### src/rtl/cpu_pkg.sv
// Shared encodings for the 8-bit CPU control path: opcodes, sequencer states,
// ALU operation codes and instruction field positions.
package cpu_pkg;

    localparam logic [3:0] OP_NOP = 4'h0;
    localparam logic [3:0] OP_MOV = 4'h1;
    localparam logic [3:0] OP_ADD = 4'h2;
    localparam logic [3:0] OP_SUB = 4'h3;
    localparam logic [3:0] OP_AND = 4'h4;
    localparam logic [3:0] OP_OR  = 4'h5;
    localparam logic [3:0] OP_LDI = 4'h6;
    localparam logic [3:0] OP_HLT = 4'hF;

    typedef enum logic [2:0] {
        S_FETCH,
        S_DECODE,
        S_EXEC1,
        S_EXEC2,
        S_HALT
    } state_t;

    localparam logic [2:0] ALU_ADD = 3'd0;
    localparam logic [2:0] ALU_SUB = 3'd1;
    localparam logic [2:0] ALU_AND = 3'd2;
    localparam logic [2:0] ALU_OR  = 3'd3;

    localparam int OPC_HI = 7;
    localparam int OPC_LO = 4;
    localparam int RD_HI  = 3;
    localparam int RD_LO  = 2;
    localparam int RS_HI  = 1;
    localparam int RS_LO  = 0;

    function automatic logic is_alu_op(input logic [3:0] opc);
        return (opc == OP_ADD) || (opc == OP_SUB) || (opc == OP_AND) || (opc == OP_OR);
    endfunction

    function automatic logic [2:0] alu_encode(input logic [3:0] opc);
        logic [2:0] op;
        op = ALU_ADD;
        case (opc)
            OP_SUB:  op = ALU_SUB;
            OP_AND:  op = ALU_AND;
            OP_OR:   op = ALU_OR;
            default: op = ALU_ADD;
        endcase
        return op;
    endfunction

endpackage

### src/rtl/program_counter.sv
// Program counter register: loads RESET_PC on reset, advances by one (modulo
// 2^PC_WIDTH) when inc is high.
module program_counter #(
    parameter int                    PC_WIDTH = 8,
    parameter logic [PC_WIDTH-1:0]   RESET_PC = '0
) (
    input  logic                clock,
    input  logic                reset,
    input  logic                inc,
    output logic [PC_WIDTH-1:0] pc
);

    logic [PC_WIDTH-1:0] pc_reg;

    always_ff @(posedge clock or posedge reset) begin
        if (reset) begin
            pc_reg <= RESET_PC;
        end else if (inc) begin
            pc_reg <= pc_reg + PC_WIDTH'(1);
        end
    end

    assign pc = pc_reg;

endmodule

### src/rtl/control_sequencer.sv
// Fetch/decode/execute sequencer: owns the PC and instruction register and
// drives the register file, memory read and ALU controls as Moore outputs.
module control_sequencer
    import cpu_pkg::*;
#(
    parameter int                  PC_WIDTH = 8,
    parameter logic [PC_WIDTH-1:0] RESET_PC = '0
) (
    input  logic                clock,
    input  logic                reset,
    input  logic [7:0]          in_databus,
    output logic [PC_WIDTH-1:0] pc_addr,
    output logic                mem_read,
    output logic                load,
    output logic                enable,
    output logic [1:0]          in_regselect,
    output logic [1:0]          out_regselect,
    output logic [1:0]          alu_regselect,
    output logic [2:0]          alu_op,
    output logic                alu_latch,
    output logic                alu_out_enable,
    output logic                halted
);

    state_t     state_reg;
    logic [7:0] ir_reg;
    logic [3:0] opcode;
    logic [1:0] rd;
    logic [1:0] rs;
    logic       pc_inc;

    assign opcode = ir_reg[OPC_HI:OPC_LO];
    assign rd     = ir_reg[RD_HI:RD_LO];
    assign rs     = ir_reg[RS_HI:RS_LO];

    // The PC advances past the opcode byte and, for LDI, past the immediate.
    assign pc_inc = (state_reg == S_FETCH) ||
                    ((state_reg == S_EXEC1) && (opcode == OP_LDI));

    program_counter #(
        .PC_WIDTH (PC_WIDTH),
        .RESET_PC (RESET_PC)
    ) u_program_counter (
        .clock (clock),
        .reset (reset),
        .inc   (pc_inc),
        .pc    (pc_addr)
    );

    always_ff @(posedge clock or posedge reset) begin
        if (reset) begin
            state_reg <= S_FETCH;
            ir_reg    <= 8'h00;
        end else begin
            case (state_reg)
                S_FETCH: begin
                    ir_reg    <= in_databus;
                    state_reg <= S_DECODE;
                end
                S_DECODE: begin
                    if (opcode == OP_HLT)
                        state_reg <= S_HALT;
                    else if ((opcode >= OP_MOV) && (opcode <= OP_LDI))
                        state_reg <= S_EXEC1;
                    else
                        state_reg <= S_FETCH;
                end
                S_EXEC1: state_reg <= is_alu_op(opcode) ? S_EXEC2 : S_FETCH;
                S_EXEC2: state_reg <= S_FETCH;
                S_HALT:  state_reg <= S_HALT;
                default: state_reg <= S_FETCH;
            endcase
        end
    end

    // Outputs are forced low while reset is held so the bus is released at once.
    always_comb begin
        mem_read       = 1'b0;
        load           = 1'b0;
        enable         = 1'b0;
        in_regselect   = 2'd0;
        out_regselect  = 2'd0;
        alu_regselect  = 2'd0;
        alu_op         = ALU_ADD;
        alu_latch      = 1'b0;
        alu_out_enable = 1'b0;
        halted         = 1'b0;
        if (!reset) begin
            case (state_reg)
                S_FETCH: mem_read = 1'b1;
                S_EXEC1: begin
                    if (opcode == OP_MOV) begin
                        enable        = 1'b1;
                        out_regselect = rs;
                        load          = 1'b1;
                        in_regselect  = rd;
                    end else if (opcode == OP_LDI) begin
                        mem_read     = 1'b1;
                        load         = 1'b1;
                        in_regselect = rd;
                    end else if (is_alu_op(opcode)) begin
                        enable        = 1'b1;
                        out_regselect = rs;
                        alu_regselect = rd;
                        alu_op        = alu_encode(opcode);
                        alu_latch     = 1'b1;
                    end
                end
                S_EXEC2: begin
                    alu_out_enable = 1'b1;
                    load           = 1'b1;
                    in_regselect   = rd;
                    alu_op         = alu_encode(opcode);
                end
                S_HALT:  halted = 1'b1;
                default: ;
            endcase
        end
    end

endmodule
### config.mk
export PLATFORM = sky130hd
export DESIGN_NAME = control_sequencer
export DESIGN_NICKNAME = d
export VERILOG_FILES = /design/src/rtl/cpu_pkg.sv /design/src/rtl/program_counter.sv /design/src/rtl/control_sequencer.sv
export SDC_FILE = /design/constraint.sdc
export NUM_CORES = 1
export LEC_CHECK = 0
export CAP_MARGIN = 5
export CORE_UTILIZATION = 41
export DETAILED_ROUTE_END_ITERATION = 16
export PLACE_DENSITY = 0.84
export RECOVER_POWER = 100
export SYNTH_ARGS = -nofsm -noshare
export SYNTH_HDL_FRONTEND = slang
export SYNTH_SLANG_ARGS = --single-unit
### constraint.sdc
create_clock -name clock -period 1.5 [get_ports clock]
set_input_delay 0.3 -clock clock [delete_from_list [all_inputs] [get_ports clock]]
set_output_delay 0.3 -clock clock [all_outputs]
set_load 0.01 [all_outputs]
* Word level (Yosys, flattened, before mapping)
Index checks and enable logic that the tools add are counted.
** Cells by class
- $add $sub $neg :: 1
- $mul :: 0
- Divide/modulo/power cells :: 0
- Magnitude comparators :: 2
- Equality and inequality tests :: 11
- Shift-type cells :: 0
- Multiplexer cells :: 43
- Bitwise operators :: 0
- Reduce and logical (&&, ||, !) cells :: 7
** Operators by type and width (number)
- $mux 2 :: 19
- $mux 1 :: 17
- $eq 4x3->1 const B :: 3
- $pmux 3 s4 :: 1
- $add 8x1->8 const B :: 1
- $eq 4x2->1 const B :: 2
- $pmux 2 s2 :: 2
- $eq 3x2->1 const B :: 2
- $pmux 2 s3 :: 1
- $eq 4x1->1 const B :: 1
- $eq 4x4->1 const B :: 1
- $ge 4x1->1 const B :: 1
- $le 4x3->1 const B :: 1
- $logic_or 1x1->1 :: 4
- $pmux 1 s2 :: 2
- $eq 3x1->1 const B :: 1
- $eq 3x3->1 const B :: 1
- $logic_not 3->1 :: 1
- $mux 3 :: 1
- $logic_and 1x1->1 :: 2
** Word-level totals
- Flip-flop bits (word level) :: 19
- Latch bits :: 0
- RAM bits :: 0
- Bits in read-only memories :: 0
- Input port bits :: 10
- Output and inout port bits :: 23
- Logic and storage cells :: 67
- Memories kept :: 0

* Logic depth before layout (Yosys ltp)
Gate-level depths: netlist of the first run.
- Word-level depth :: 9
- Gate-level depth with buffers :: 5
- Mapped depth without buffers :: 4

* By module
Synthesis of the first run repeated with hierarchy kept, for this count alone.
** Second synthesis, totals
- Cell total of the unflattened synthesis :: 94
- Area total of the unflattened synthesis :: 1018.5 um^2
** By module, submodules not included
- control_sequencer :: times used 1, cells an instance 67, area each 673.1 um^2
- program_counter :: times used 1, cells an instance 27, area each 345.3 um^2

* Worst setup path before layout of the first run
Ideal clock, no wire load.
- Path kind :: register to output
- Start :: reg state_reg[0]
- End :: out in_regselect[0]
- Data arrival time :: 1.469 ns
- Required time :: 1.200 ns
- Slack :: -0.269 ns
- Stages on the path, launching flop included :: 6
- Cell sequence :: dfrtp_1 buf_4 nor4b_4 o21ai_1 a21oi_1 and2_1
** Between the ends
- Longest elaborated chain between the ends :: 3
- Elaborated cells between the ends (all ways) :: 4
** Ends and longest elaborated chain
- from (decl) :: line control_sequencer.sv:25 : state_t state_reg;
- from (signal assigned) :: line control_sequencer.sv:68 : S_EXEC1: state_reg <= is_alu_op(opcode) ? S_EXEC2 : S_FETCH;
- $eq 3x2->1 :: line control_sequencer.sv:89 : case (state_reg)
- $pmux 2 s2 (*) :: line control_sequencer.sv:89
- $mux 2 (*) :: line control_sequencer.sv:88 : if (!reset) begin
- to (decl) :: line control_sequencer.sv:16 : output logic [1:0] in_regselect,
Mark *: on every way between the ends. The rest lies on a longest branch, timed or not.

* Worst setup path after layout of the first run
Ends and elaborated chain as after synthesis.

==> results of run 1 <==
-- worst max-delay path, cell delays in order, from the launching register on --
cell,delay [ns]
dfrtp_1,0.45
buf_4,0.15
inv_1,0.07
or2_2,0.34
a21oi_4,0.19
buf_4,0.14
and2_4,0.15
buf_6,0.11
-- logic make-up after synthesis --
| group | Yosys count |
|---|---|
| compound gates | 8 |
| other cells | 1 |
| xor+xnor | 9 |
| fa+ha+maj | 1 |
| mux | 9 |
| buf+inv | 9 |
| simple gates | 39 |
| flops | 19 |
-- cell usage in the layout (no fill, tap or decap), types with 4 or more instances in the layout --
master	instances
buf_4	28
buf_6	23
dfrtp_1	15
mux2_4	9
clkdlybuf4s50_1	8
and2_4	6
buf_2	6
clkdlybuf4s25_1	6
nand2b_4	4
nor2_4	4
dfrtp_2	4
-- timing repair --
| action | CTS | global route |
|---|---|---|
| buffers inserted | 25 | 7 |
| setup endpoints to repair | 37 | 39 |
| gates resized for setup | 113 | 39 |
| cloned | 1 | 0 |
| pin swaps | 22 | 9 |
-- final timing paths --
kind,startpoint,cells past startpoint,to,slack (ns)
max,state_reg[0]$_DFF_PP0_,7,in_regselect[0],-0.71
min,reset,3,ir_reg[3]$_DFFE_PP0P_,0.33
max reg2reg,state_reg[0]$_DFF_PP0_,8,u_program_counter.pc[6]$_DFFE_PP0P_,-0.31
min reg2reg,u_program_counter.pc[7]$_DFFE_PP0P_,1,u_program_counter.pc[7]$_DFFE_PP0P_,0.48
max in group asynchronous,reset,4,u_program_counter.pc[2]$_DFFE_PP0P_,0.19
min in group clock,u_program_counter.pc[7]$_DFFE_PP0P_,1,u_program_counter.pc[7]$_DFFE_PP0P_,0.48
-- through the flow --
stage	TNS [ns]	util, %	worst slack [ns]	area [um^2]	cells
after detailed placement	-8.602	67.59	-0.6406	1553	170
final	-10.27	89.65	-0.7090	2059	198
after global placement	-7.832	67.59	-0.6130	1553	170
after floorplan	-1.026	-	-0.1765	1071	95
after global routing	-11.51	89.65	-0.7236	2059	198
after CTS	-7.631	83.50	-0.5664	1918	196
-- per-layer routing --
metal	wire [um]	vias to the layer above	GRT usage (%)
li1	-	476	-
met1	1898	570	36.35
met2	2237	61	48.52
met3	281	18	4.348
met4	161	0	16.23
met5	0	-	0
-- power groups by stage --
| stage | Clock, mW | Sequential, mW | Combinational (mW) |
|---|---|---|---|
| after global routing | 0.283 | 1.03 | 3.09 |
| after global placement | 0 | 0.990 | 1.61 |
| after floorplan | 0 | 0.963 | 0.928 |
| after CTS | 0.260 | 0.941 | 2.59 |
| final | 0.268 | 1.01 | 2.97 |
| after detailed placement | 0 | 0.999 | 1.67 |
-- area by class of cell --
cell class,instances,area [um^2]
fillers,94,237.7
flip-flops and latches,19,480.5
multi-input cells,67,769.5
well taps,28,35.03
inverters,2,7.507
clock buffers,4,26.28
repair buffers,78,740.7
==> impl_metrics.tcl, run 1 <==
set metrics [dict create \
    setup_viol 30 \
    rows 17 \
    ir_drop_mv 1.696 \
    drc 0 \
    p_leak_nw 0.9766 \
    synth_simple_gate_area_share_pct 24.76 \
    synthAdderAreaFrac_pct 1.196 \
    tightest_slew_ns 0.7548 \
    switchingPower_mw 1.766 \
    first_pass_iters 4 \
    yosysWarnings 0 \
    synthMuxAreaShare_pct 9.689 \
    hold_class "in -> async" \
    io_pins 33 \
    slew_viol_final 0 \
    fin_skew_ns 0.002635 \
    htree_levels 1 \
    wirelength_mm 4.579 \
    ys_ff_latch 19 \
    yosysMostFrequentCell "dfrtp_1" \
    antenna_found_initial 0 \
    ant_nets 0 \
    synth-xor-area-share_pct 7.536 \
    yosysUniqueCellTypes 35 \
    grt-ovfl-total 0 \
    finalWorstSetupSlack_ns -0.7090 \
    cap_violations 0 \
    grt_max_degree 17 \
    diodes 0 \
    sw_frac_of_total_pct 41.53 \
    clkTransAtPathRegs_ns 0.11 \
    die-area_mm2 0.002757 \
    yosysTopAreaCellShare_pct 45.45 \
    place.gp.congestion 0.8271 \
    grt_pass1_wl_mm 5.630 \
    rsz0062_at_grt "true" \
    track_usage_pct 29.37 \
    dp_hpwl_mm 1.881 \
    clkSinkCount 19 \
    cts_tree "yes" \
    hold_viol_final 0 \
    hold_buffers 0 \
    drt-wirelength-per-cell_um 23.13 \
    syn_to_final_growth_pct 96.89 \
    num_vias 1125 \
    cts_made_buffers 3 \
    core_mm2 0.002297 \
    yosysSeqAreaShare_pct 45.45 \
    viasPerCell 5.682 \
    slew_headroom_pct 49.60 \
    required_ns 1.20 \
    clock_latency_ns 0.30 \
    end_kind "output pin" \
    first_global_vias 1169 \
    seq_power_share_pct 23.8 \
    crit_fanout 3 \
    fin_crit_ns 2.209 \
    drive_above_1_share_pct 65.29 \
    port_buffers 31 \
    path_class "reg -> out" \
    status "complete, but fails checks" \
    final_nets 182 \
    period_share_pct 147.3 \
    clk_path_buf_depth 2 \
    internal_power_mw 2.487 \
    pwr-share-comb_pct 69.9 \
    syn-num-nets 106 \
    avgSynthCellArea_um2 11.01 \
    fin_hold_ws_ns 0.3311 \
    synth_cells 95 \
    synth_top_family_by_area "simple AND/OR/NAND/NOR gates" \
    yosysTopAreaCell "dfrtp_1" \
    synth_edf_count 0 \
    synthArstFlopShare_pct 100.0 \
    synth_ff_type "dfrtp_1" \
    synth_area_leaders "dfrtp_1, mux2_2, xor2_1" \
    fmax_ghz 0.4527 \
    crit_arrival_ns 1.91 \
    critPathLaunchType "flip-flop" \
    start_util_pct 45.53 \
    p_per_area_mw_per_mm2 2065 \
    die_w_um 52.51 \
    total_power_mw 4.253 \
    clkPwrFrac_pct 6.3 \
    synth_compound_area_share_pct 6.220 \
    yosys-top-cells-count "dfrtp_1, mux2_2, and2_1" \
    cts_root_buf "clkbuf_4" \
    drt-initial-drc-count 43 \
    violations "negative setup slack" \
    die_h_um 52.51 \
    syn_area_mm2 0.001046 \
]
Power figures use the tool's default switching activity.
==> inputs of run 2 (changes only) <==
--- a/config.mk
+++ b/config.mk
@@ -5,7 +5,6 @@
 export SDC_FILE = /design/constraint.sdc
 export NUM_CORES = 1
 export LEC_CHECK = 0
-export CAP_MARGIN = 5
 export CORE_UTILIZATION = 41
 export DETAILED_ROUTE_END_ITERATION = 16
 export PLACE_DENSITY = 0.84
==> results of run 2 <==
Same layout as run 1: the final DEF is identical, and so are final timing and power.
==> inputs of run 3 (changes only) <==
--- a/config.mk
+++ b/config.mk
@@ -5,10 +5,13 @@
 export SDC_FILE = /design/constraint.sdc
 export NUM_CORES = 1
 export LEC_CHECK = 0
+export CORE_MARGIN = 2
 export CORE_UTILIZATION = 41
+export CTS_CLUSTER_SIZE = 28
 export DETAILED_ROUTE_END_ITERATION = 16
 export PLACE_DENSITY = 0.84
 export RECOVER_POWER = 100
+export SKIP_CTS_REPAIR_TIMING = 1
 export SYNTH_ARGS = -nofsm -noshare
 export SYNTH_HDL_FRONTEND = slang
 export SYNTH_SLANG_ARGS = --single-unit
==> run 3 against run 2 <==
The run still ends with negative setup slack left. Worst hold slack worse by 0.066 ns. Non-clock buffer count shrank 14. Utilization decreased by 17 points. Clock-buffer cell count is 1 lower. Critical endpoint is now in_regselect[1]. Largest cell class unchanged.
==> impl_metrics.tcl, run 3 (synthesis results as in run 1) <==
set metrics [dict create \
    diodes 0 \
    die_w_um 54.51 \
    pwr-share-comb_pct 63.9 \
    hold_viol_final 0 \
    dp_slack_ns -0.6498 \
    grt_pass1_wl_mm 3.719 \
    hold_class "in -> async" \
    period_share_pct 148.0 \
    htree_levels 1 \
    ir_drop_mv 1.812 \
    core_mm2 0.002455 \
    dp.cells 171 \
    critPathLaunchType "flip-flop" \
    clock_latency_ns 0.33 \
    dp_hpwl_mm 1.912 \
    start_util_pct 42.61 \
    multi_input_area_um2 698.2 \
    fin_skew_ns 0.01315 \
    layout.cells.non_filler 186 \
    drive_above_1_share_pct 53.21 \
    rows 18 \
    grt_max_degree 13 \
    clkSinkCount 19 \
    violations "negative setup slack" \
    grt-ovfl-total 0 \
    port_buffers 31 \
    fin_tns_setup_ns -9.430 \
    first_global_vias 832 \
    p_leak_nw 0.8757 \
    path_class "reg -> out" \
    r2r_cells 5 \
    p_per_area_mw_per_mm2 1994 \
    cts_made_buffers 3 \
    place.gp.congestion 0.8008 \
    crit_fanout 4 \
    internal_power_mw 2.076 \
    finalWorstSetupSlack_ns -0.7206 \
    status "complete, but fails checks" \
    seq_power_share_pct 27.9 \
    r2r_slack_ns -0.27 \
    ant_nets 0 \
    fmax_ghz 0.4503 \
    track_usage_pct 17.63 \
    rsz0062_at_grt "true" \
    fin_crit_ns 2.221 \
    place_area_mm2 0.001535 \
    syn_to_final_growth_pct 70.93 \
    final_common_cell "buf_4" \
    drc 0 \
    cts_root_buf "clkbuf_4" \
    worstReg2RegEnd "ir_reg[0]$_DFFE_PP0P_" \
    end_kind "output pin" \
    antenna_found_initial 0 \
    die-area_mm2 0.002971 \
    wirelength_mm 3.372 \
    clkTransAtPathRegs_ns 0.13 \
    slew_viol_final 0 \
    clkPwrFrac_pct 8.2 \
    cts_tree "yes" \
    final_nets 168 \
    num_vias 982 \
    first_pass_iters 4 \
    clk_path_buf_depth 2 \
    r2r-start "state_reg[2]$_DFF_PP0_" \
    crit_arrival_ns 1.92 \
    drt-wirelength-per-cell_um 18.13 \
    required_ns 1.20 \
    final_cell_mix "buf_4, dfrtp_1, buf_6, clkdlybuf4s50_1, buf_2" \
    sw_frac_of_total_pct 41.77 \
    switchingPower_mw 1.489 \
    drt-initial-drc-count 33 \
    setup_viol 30 \
    regArea_um2 476.7 \
    fill_cells 144 \
    cap_violations 0 \
    io_pins 33 \
    fin_area_mm2 0.001788 \
    die_h_um 54.51 \
    viasPerCell 5.280 \
]
run 3: changes by cell type in the layout (fill, tap and decap cells not counted), moves of 4 or more:
cell,before,now
buf_6,23,9
buf_4,28,24
clkbuf_1,1,5
dlymetal6s4s_1,0,4
run 3: how the worst max path moves through the flow:
| stage | slack (ns) | start | to |
|---|---|---|---|
| floorplan | -0.18 | state_reg[2]$_DFF_PP0_ | in_regselect[0] |
| global placement | -0.64 | reset | out_regselect[1] |
| detailed placement | -0.65 | reset | alu_op[0] |
| CTS | -0.97 | state_reg[2]$_DFF_PP0_ | in_regselect[1] |
| global route | -0.78 | state_reg[2]$_DFF_PP0_ | in_regselect[1] |
| finish | -0.72 | state_reg[2]$_DFF_PP0_ | in_regselect[1] |
run 3: power by group through the flow:
stage                     logic (mW)  registers, mW  clock network, mW
after global placement          1.59          0.980                  0
after detailed placement        1.64           1.00                  0
final                           2.28          0.995              0.293
after floorplan                0.928          0.963                  0
after global routing            2.39           1.03              0.315
after CTS                       1.66          0.994              0.283
run 3: area by class of cell:
cell class / count / share of cell area [%]
timing repair buffer: 64 / 30.09
clock buffer: 3 / 1.260
clock inverter: 1 / 0.4199
multi-input combinational: 67 / 39.05
inverter: 2 / 0.4199
sequential: 19 / 26.66
tap: 30 / 2.099
run 3: metal layers:
metal | wire (um) | GRT usage, % | part of all wire, % | vias up
met5 | 0 | 0 | 0 | -
met4 | 120 | 6.250 | 3.6 | 0
met3 | 163 | 2.732 | 4.8 | 13
met2 | 1712 | 28.92 | 51 | 43
met1 | 1375 | 23.53 | 41 | 475
li1 | - | - | - | 451
run 3: critical path, stage by stage, from the launching register on:
cell and delay [ns]:
dfrtp_1 0.45, nor4b_4 0.38, buf_4 0.18, o21ai_2 0.05, a21oi_2 0.16, buf_4 0.13, and2_4 0.13, buf_6 0.10
run 3: metrics by stage:
step,util [%],hold WS (ns),power [mW]
finish,72.83,0.2647,3.564
floorplan,-,0.4517,1.891
global placement,62.54,0.4555,2.569
global route,72.83,0.2963,3.737
detailed placement,62.54,0.4652,2.647
CTS,63.76,0.4720,2.937
